### config.mk
export PLATFORM = sky130hd
export DESIGN_NAME = instruction_decode
export DESIGN_NICKNAME = d
export VERILOG_FILES = /design/src/rtl/instruction_decode.sv
export SDC_FILE = /design/constraint.sdc
export NUM_CORES = 1
export LEC_CHECK = 0
export ABC_AREA = 0
export CORE_UTILIZATION = 45
export CTS_CLUSTER_DIAMETER = 80
export DETAILED_ROUTE_END_ITERATION = 8
export SLEW_MARGIN = 20
export SYNTH_ARGS = -nofsm -noshare
export SYNTH_HDL_FRONTEND = slang
export SYNTH_SLANG_ARGS = --single-unit
### constraint.sdc
create_clock -name clk -period 22.1 [get_ports clk]
set_clock_uncertainty 0.1 [all_clocks]
set_input_delay 3.315 -clock clk [delete_from_list [all_inputs] [get_ports clk]]
set_output_delay 3.315 -clock clk [all_outputs]
set_load 0.02 [all_outputs]
### src/rtl/instruction_decode.sv
// instruction_decode: decode stage of the 16-bit pipelined core.
// Reads the fetched instruction, holds the register file, resolves BZ/JR
// redirects toward fetch and fills the ID/EX pipeline register.
//
// Ports:
//   clk, rst                  clock and asynchronous active-high reset
//   NPC_IF, INST_IF           fetched instruction and its address + 1
//   WB_EN, WB_ADDR, WB_DATA   register file write port
//   TARGET, TARGET_EN         combinational redirect to fetch
//   NPC_ID .. MEM_WE_ID       registered decode results (ID/EX)
//   VALID_ID                  ID/EX holds a real instruction
//   HALTED                    core halted (sticky until reset)
//
// state  | meaning
// RUN    | decode INST_IF normally
// SQUASH | INST_IF is wrong-path (post-redirect or post-reset), bubble it
// HALT   | HALT seen; bubble forever, hold fetch at halt_pc
module instruction_decode #(
  parameter int DATA_W = 16,
  parameter int REG_AW = 4
) (
  input  logic              clk,
  input  logic              rst,
  input  logic [DATA_W-1:0] NPC_IF,
  input  logic [DATA_W-1:0] INST_IF,
  input  logic              WB_EN,
  input  logic [REG_AW-1:0] WB_ADDR,
  input  logic [DATA_W-1:0] WB_DATA,
  output logic [DATA_W-1:0] TARGET,
  output logic              TARGET_EN,
  output logic [DATA_W-1:0] NPC_ID,
  output logic [DATA_W-1:0] A_ID,
  output logic [DATA_W-1:0] B_ID,
  output logic [DATA_W-1:0] IMM_ID,
  output logic [REG_AW-1:0] RD_ID,
  output logic [2:0]        ALU_OP_ID,
  output logic              REG_WE_ID,
  output logic              MEM_RE_ID,
  output logic              MEM_WE_ID,
  output logic              VALID_ID,
  output logic              HALTED
);

  localparam int NREG = 2 ** REG_AW;

  typedef enum logic [1:0] {ST_RUN, ST_SQUASH, ST_HALT} state_t;

  state_t            state;
  logic [DATA_W-1:0] halt_pc;
  logic [DATA_W-1:0] regs [NREG];

  logic [3:0]        op;
  logic [REG_AW-1:0] f_rd, f_rs, f_rt;
  logic [DATA_W-1:0] imm_sext;
  logic [DATA_W-1:0] rd_val, rs_val, rt_val;
  logic              br_taken;

  logic [DATA_W-1:0] d_a, d_b, d_imm;
  logic [REG_AW-1:0] d_rd;
  logic [2:0]        d_alu;
  logic              d_we, d_re, d_mwe;

  assign op       = INST_IF[15:12];
  assign f_rd     = INST_IF[11:8];
  assign f_rs     = INST_IF[7:4];
  assign f_rt     = INST_IF[3:0];
  assign imm_sext = {{(DATA_W-8){INST_IF[7]}}, INST_IF[7:0]};

  // Register file: R0 is never written and always reads zero.
  always_ff @(posedge clk or posedge rst) begin
    if (rst) begin
      for (int i = 0; i < NREG; i++) regs[i] <= '0;
    end else if (WB_EN && (WB_ADDR != '0)) begin
      regs[WB_ADDR] <= WB_DATA;
    end
  end

  // Read ports with write-through so a same-cycle writeback is visible.
  always_comb begin
    rd_val = '0;
    rs_val = '0;
    rt_val = '0;
    if (f_rd != '0) rd_val = (WB_EN && WB_ADDR == f_rd) ? WB_DATA : regs[f_rd];
    if (f_rs != '0) rs_val = (WB_EN && WB_ADDR == f_rs) ? WB_DATA : regs[f_rs];
    if (f_rt != '0) rt_val = (WB_EN && WB_ADDR == f_rt) ? WB_DATA : regs[f_rt];
  end

  assign br_taken = (state == ST_RUN) &&
                    (((op == 4'hB) && (rd_val == '0)) || (op == 4'hC));

  always_comb begin
    TARGET    = '0;
    TARGET_EN = 1'b0;
    if (state == ST_HALT) begin
      TARGET    = halt_pc;
      TARGET_EN = 1'b1;
    end else if (br_taken) begin
      TARGET    = (op == 4'hB) ? (NPC_IF + imm_sext) : rs_val;
      TARGET_EN = 1'b1;
    end
  end

  always_comb begin
    d_a   = '0;
    d_b   = '0;
    d_imm = '0;
    d_rd  = '0;
    d_alu = '0;
    d_we  = 1'b0;
    d_re  = 1'b0;
    d_mwe = 1'b0;
    if (!op[3]) begin
      d_a   = rs_val;
      d_b   = rt_val;
      d_alu = op[2:0];
      d_rd  = f_rd;
      d_we  = 1'b1;
    end else begin
      case (op)
        4'h8: begin
          d_a   = rd_val;
          d_imm = imm_sext;
          d_rd  = f_rd;
          d_we  = 1'b1;
        end
        4'h9: begin
          d_a  = rs_val;
          d_rd = f_rd;
          d_re = 1'b1;
          d_we = 1'b1;
        end
        4'hA: begin
          d_a   = rs_val;
          d_b   = rd_val;
          d_mwe = 1'b1;
        end
        4'hB: begin
          d_a   = rd_val;
          d_imm = imm_sext;
        end
        4'hC: d_a = rs_val;
        default: ;
      endcase
    end
  end

  always_ff @(posedge clk or posedge rst) begin
    if (rst) begin
      state     <= ST_SQUASH;
      halt_pc   <= '0;
      HALTED    <= 1'b0;
      NPC_ID    <= '0;
      A_ID      <= '0;
      B_ID      <= '0;
      IMM_ID    <= '0;
      RD_ID     <= '0;
      ALU_OP_ID <= '0;
      REG_WE_ID <= 1'b0;
      MEM_RE_ID <= 1'b0;
      MEM_WE_ID <= 1'b0;
      VALID_ID  <= 1'b0;
    end else begin
      NPC_ID <= NPC_IF;
      // Bubble by default; RUN overrides with the decoded instruction.
      A_ID      <= '0;
      B_ID      <= '0;
      IMM_ID    <= '0;
      RD_ID     <= '0;
      ALU_OP_ID <= '0;
      REG_WE_ID <= 1'b0;
      MEM_RE_ID <= 1'b0;
      MEM_WE_ID <= 1'b0;
      VALID_ID  <= 1'b0;
      case (state)
        ST_RUN: begin
          if (op == 4'hF) begin
            // HALT itself enters ID/EX as a bubble.
            halt_pc <= NPC_IF - {{(DATA_W-1){1'b0}}, 1'b1};
            HALTED  <= 1'b1;
            state   <= ST_HALT;
          end else begin
            A_ID      <= d_a;
            B_ID      <= d_b;
            IMM_ID    <= d_imm;
            RD_ID     <= d_rd;
            ALU_OP_ID <= d_alu;
            REG_WE_ID <= d_we;
            MEM_RE_ID <= d_re;
            MEM_WE_ID <= d_mwe;
            VALID_ID  <= 1'b1;
            state     <= br_taken ? ST_SQUASH : ST_RUN;
          end
        end
        ST_SQUASH: state <= ST_RUN;
        default:   state <= ST_HALT;
      endcase
    end
  end

endmodule

Word-level counts from Yosys, hierarchy flattened
Cells that the tools add are included.
Widths: inputs -> output; s select.
- register bits: 350
- input bits: 55
- output and inout bits: 93
- logic and storage cells: 128
- $lt $le $gt $ge: 5
- reduce and logical (&&, ||, !) cells: 18
- muxes and demuxes: 59
- eq/ne operators: 11
- add/sub/neg operators: 2
- bitwise gates (word level): 4
- operator list (kind ; number):
    $mux 16 ; 27
    $bwmux 256 ; 1
    $bmux 16 s4 ; 3
    $demux 16 s4 ; 1
    $pmux 16 s2 ; 1
    $eq 4x4->1 const B ; 6
    $ge 5x5->1 const B ; 4
    $not 4->5 ; 4
    $mux 1 ; 17
    $add 16x16->16 ; 1
    $logic_not 16->1 ; 1
    $mux 4 ; 4
    $reduce_bool 4->1 ; 4
    $sub 16x1->16 const B ; 1
    $eq 4x4->1 ; 3
    $mux 3 ; 3
    $logic_and 1x1->1 ; 7
    $lt 5x1->1 const B ; 1
    $pmux 2 s2 ; 1
    $reduce_or 2->1 ; 2
    $reduce_or 3->1 ; 1
    $eq 2x1->1 const B ; 1
    $eq 2x2->1 const B ; 1
    $logic_not 2->1 ; 1
    other kinds (3) ; 3

Depth between registers and ports, before layout
- depth in word-level cells: 13
- depth in mapped cells: 12
- mapped depth without buffers: 10

Least setup slack after synthesis
OpenSTA, ideal clock, no wires.
- kind: input port to output port
- start: in INST_IF[9]
- end: out TARGET[0]
- data required time: 18685 ps
- path buffers: 2
- path slack: 12810 ps
- stages: 10
- data arrival time: 5875 ps
- cells stage by stage: buf_1 > clkbuf_1 > mux4_2 > a22oi_1 > nand2_1 > a22oi_1 > nand4_1 > nor4_2 > nor2_1 > o21ai_0
- cells in the longest elaborated chain, start to end: 12
- elaborated cells on any way between the ends: 15
- classes of those cells: eq/ne (1); mux (7); bitwise (1); reduce/logical (6)
- ends and longest elaborated chain (item ; RTL line ; source):
    start, declared ; 25 ; input logic [DATA_W-1:0] INST_IF,
    $not 4->5 (implied by the code) ; 83 ; if (f_rd != '0) rd_val = (WB_EN && WB_ADDR == f_rd) ? WB_DATA : regs[f_rd];
    $bmux 16 s4 ; 83 ;
    $mux 16 (implied by the code) (2 in a row) ; 83 ;
    $mux 16 ; 83 ;
    $mux 16 * ; 83 ;
    $logic_not 16->1 * ; 89 ; (((op == 4'hB) && (rd_val == '0)) || (op == 4'hC));
    $logic_and 1x1->1 * ; 89 ;
    $logic_or 1x1->1 * ; 89 ;
    $logic_and 1x1->1 * ; 88 ; assign br_taken = (state == ST_RUN) &&
    $mux 16 * ; 97 ; end else if (br_taken) begin
    $mux 16 * ; 94 ; if (state == ST_HALT) begin
    end, declared ; 29 ; output logic [DATA_W-1:0] TARGET,
Every way passes the cells marked *; elsewhere a longest branch is shown, timed or not. The select of a mux whose other input is x is not followed.

Worst setup path in the final report
- start: in INST_IF[8]
- end: out TARGET[12]
The elaborated chain is that of the path after synthesis.

==> flow_summary.toml <==
[grt]
grt_pass1_vias = 14240
grt_max_degree = 162
grt_overflow = 0
antenna_found_initial = 0
grt_first_pass_wirelength_mm = 93.4
grt.total_usage_pct = 28.3

[sta]
setup_tns_ns = 0
hold_slack_ns = 0.318
rsz0062_at_grt = "false"
drv_slew = 0
setup_violations = 0
fmax_mhz = 89.3
period_share_pct = 50.7
fin_crit_ns = 11.20
slew_headroom_pct = 26.2
finalHoldViolCount = 0
tightestPinTransition_ns = 1.11

[route]
vias = 14104
wl_per_cell_um = 28.8
postRouteAntennaNets = 0
drt_iter0_markers = 1498
dr.pass1.iters = 8
wl_mm = 62.4
drc_errors = 0
avgViaCountPerCell = 6.51

[synthesis]
syn_avg_cell_area_sq_um = 13.5
ys_ff_latch = 342
synth_top_area_cell = "dfrtp_1"
yosysUniqueCellTypes = 53
synth_area_leaders = "dfrtp_1, mux4_2, mux2_2"
postSynthCellCount = 1494
syn_nets = 1566
ys_seq_area_share_pct = 42.5
yosysWarnings = 0
synth_edf_count = 0
synth_flop_cell = "dfrtp_1"
syn_area_sq_um = 20200
synthArstFlopShare_pct = 100
synth_top_cell_area_share_pct = 42.3

[die]
fp.dieW_um = 214
pin_count = 148
rows = 77
core-area_sq_um = 44200
die_h_um = 214
start_util_pct = 45.6
die-area_sq_um = 45600

[worst_hold_path]
min-delay-path-class = "flip-flop to flip-flop"

[clock_tree]
h-tree-depth = 2
cts_root_buf = "clkbuf_16"
clk_latency_ns = 0.57
cts_tree = "built"
clkTransAtPathRegs_ns = 0.06
ctsHoldBuffers = 0
post_cts_buffers = 0
clockBufferDepth = 3
cts_sinks = 342
cts_buffers = 39
cts_resized = 0

[final_layout]
fill_cells = 3666
final_util_pct = 52.8
final_common_cell = "dfrtp_1"
fin_nets = 1619
antenna_cells = 0
drive_gt1_share_pct = 37.3
multiInputGateArea_sq_um = 10900
regArea_sq_um = 8560
area_growth_pct = 15.9
layout_common_cells = "dfrtp_1, mux2_2, mux4_2, clkdlybuf4s50_1, nor2_1"

[placement]
io_buffers = 147
gp_congestion = 0.876
dp_hpwl_mm = 38.4

[critical_path]
rrSetupSlack_ns = 19.24
cp.required_ns = 18.69
startpoint_type = "input port"
cp_max_fo = 46
critPathKind = "input port to output port"
end_kind = "output port"
arrival_ns = 7.78

[power]
leakagePower_nw = 9.44
power_density_nw_per_um2 = 92.7
ir_drop_mv = 0.0464

[outcome]
status = "finished clean"

[job]
max-cap-violations = 0
==> final cells by class <==
| class | instances | area share (%) |
|---|---|---|
| well taps | 592 | 3.17 |
| multi-input cells | 977 | 46.8 |
| inverters | 9 | 0.177 |
| clock buffers | 49 | 4.69 |
| clock inverters | 20 | 1.25 |
| repair buffers | 178 | 7.24 |
| flip-flops and latches | 342 | 36.6 |
==> layer usage <==
metal | global-route usage [%] | wire length [um]
met1 | 39.7 | 26200
met2 | 44.0 | 29100
met3 | 5.13 | 5020
met4 | 10.8 | 2100
met5 | 0 | 0
==> registers in the layout, summed over array words and instances, names as in the netlist <==
name,count
ALU_OP_ID,3
A_ID,16
B_ID,16
HALTED,1
IMM_ID,8
MEM_RE_ID,1
MEM_WE_ID,1
NPC_ID,16
RD_ID,4
REG_WE_ID,1
VALID_ID,1
halt_pc,16
regs,256
state,2
==> worst max-delay path: stages <==
cell	delay, ns
buf_4	0.37
buf_4	0.83
mux4_2	0.60
a22oi_1	0.22
nand2_1	0.10
a22oi_1	0.47
nand4_1	0.18
nor4_2	0.50
nor2_2	0.26
o21ai_1	0.25
clkdlybuf4s50_1	0.63
==> path summary, 6_finish.rpt <==
path | startpoint | endpoint | depth (start not counted)
max in group asynchronous | rst | regs[131] | 4
min | regs[253] | regs[253] | 0
max reg2reg | regs[145] | state[0] | 8
max | INST_IF[8] | TARGET[12] | 11
min reg2reg | regs[253] | regs[253] | 0
min in group asynchronous | rst | regs[234] | 2
==> synth_stat cells, drive strengths merged, types with 13 or more instances <==
cell type and count:
o21ai 38, buf 53, nand2 66, mux2i 19, clkbuf 113, a21oi 40
mux2 244, mux4 215, o22a 21, nor2 86, xor2 16, dfrtp 341
and3 13, a22oi 67, xnor2 20, ha 16, nor3 14
==> power breakdown <==
group	switching [W]	internal (W)	total, W
Combinational	0.000264	0.000333	0.000597
Clock	0.000274	0.000433	0.000707
Sequential	0.000110	0.000751	0.000861
==> cell families (layout without fill, tap and decap cells) <==
| logic type | count (synthesis) | after routing | synth area share (%) |
|---|---|---|---|
| XOR/XNOR | 36 | 36 | 1.56 |
| buffers and inverters | 175 | 256 | 3.77 |
| AO/OA/AOI/OAI | 207 | 207 | 6.94 |
| adder cells (fa/ha/maj) | 17 | 17 | 1.09 |
| AND/OR/NAND/NOR | 239 | 239 | 5.54 |
| multiplexers | 478 | 478 | 38.6 |
| flip-flops | 342 | 342 | 42.5 |
==> metrics by stage <==
stage	setup slack, ns	cell area, sq um	power (W)	cells
floorplan	9.21	20200	0.00127	1494
global placement	10.82	22000	0.00145	2098
detailed placement	10.77	22000	0.00146	2098
CTS	10.77	23400	0.00217	2167
global route	10.62	23400	0.00226	2167
finish	10.90	23400	0.00217	2167
Power figures use the tool's default switching activity.
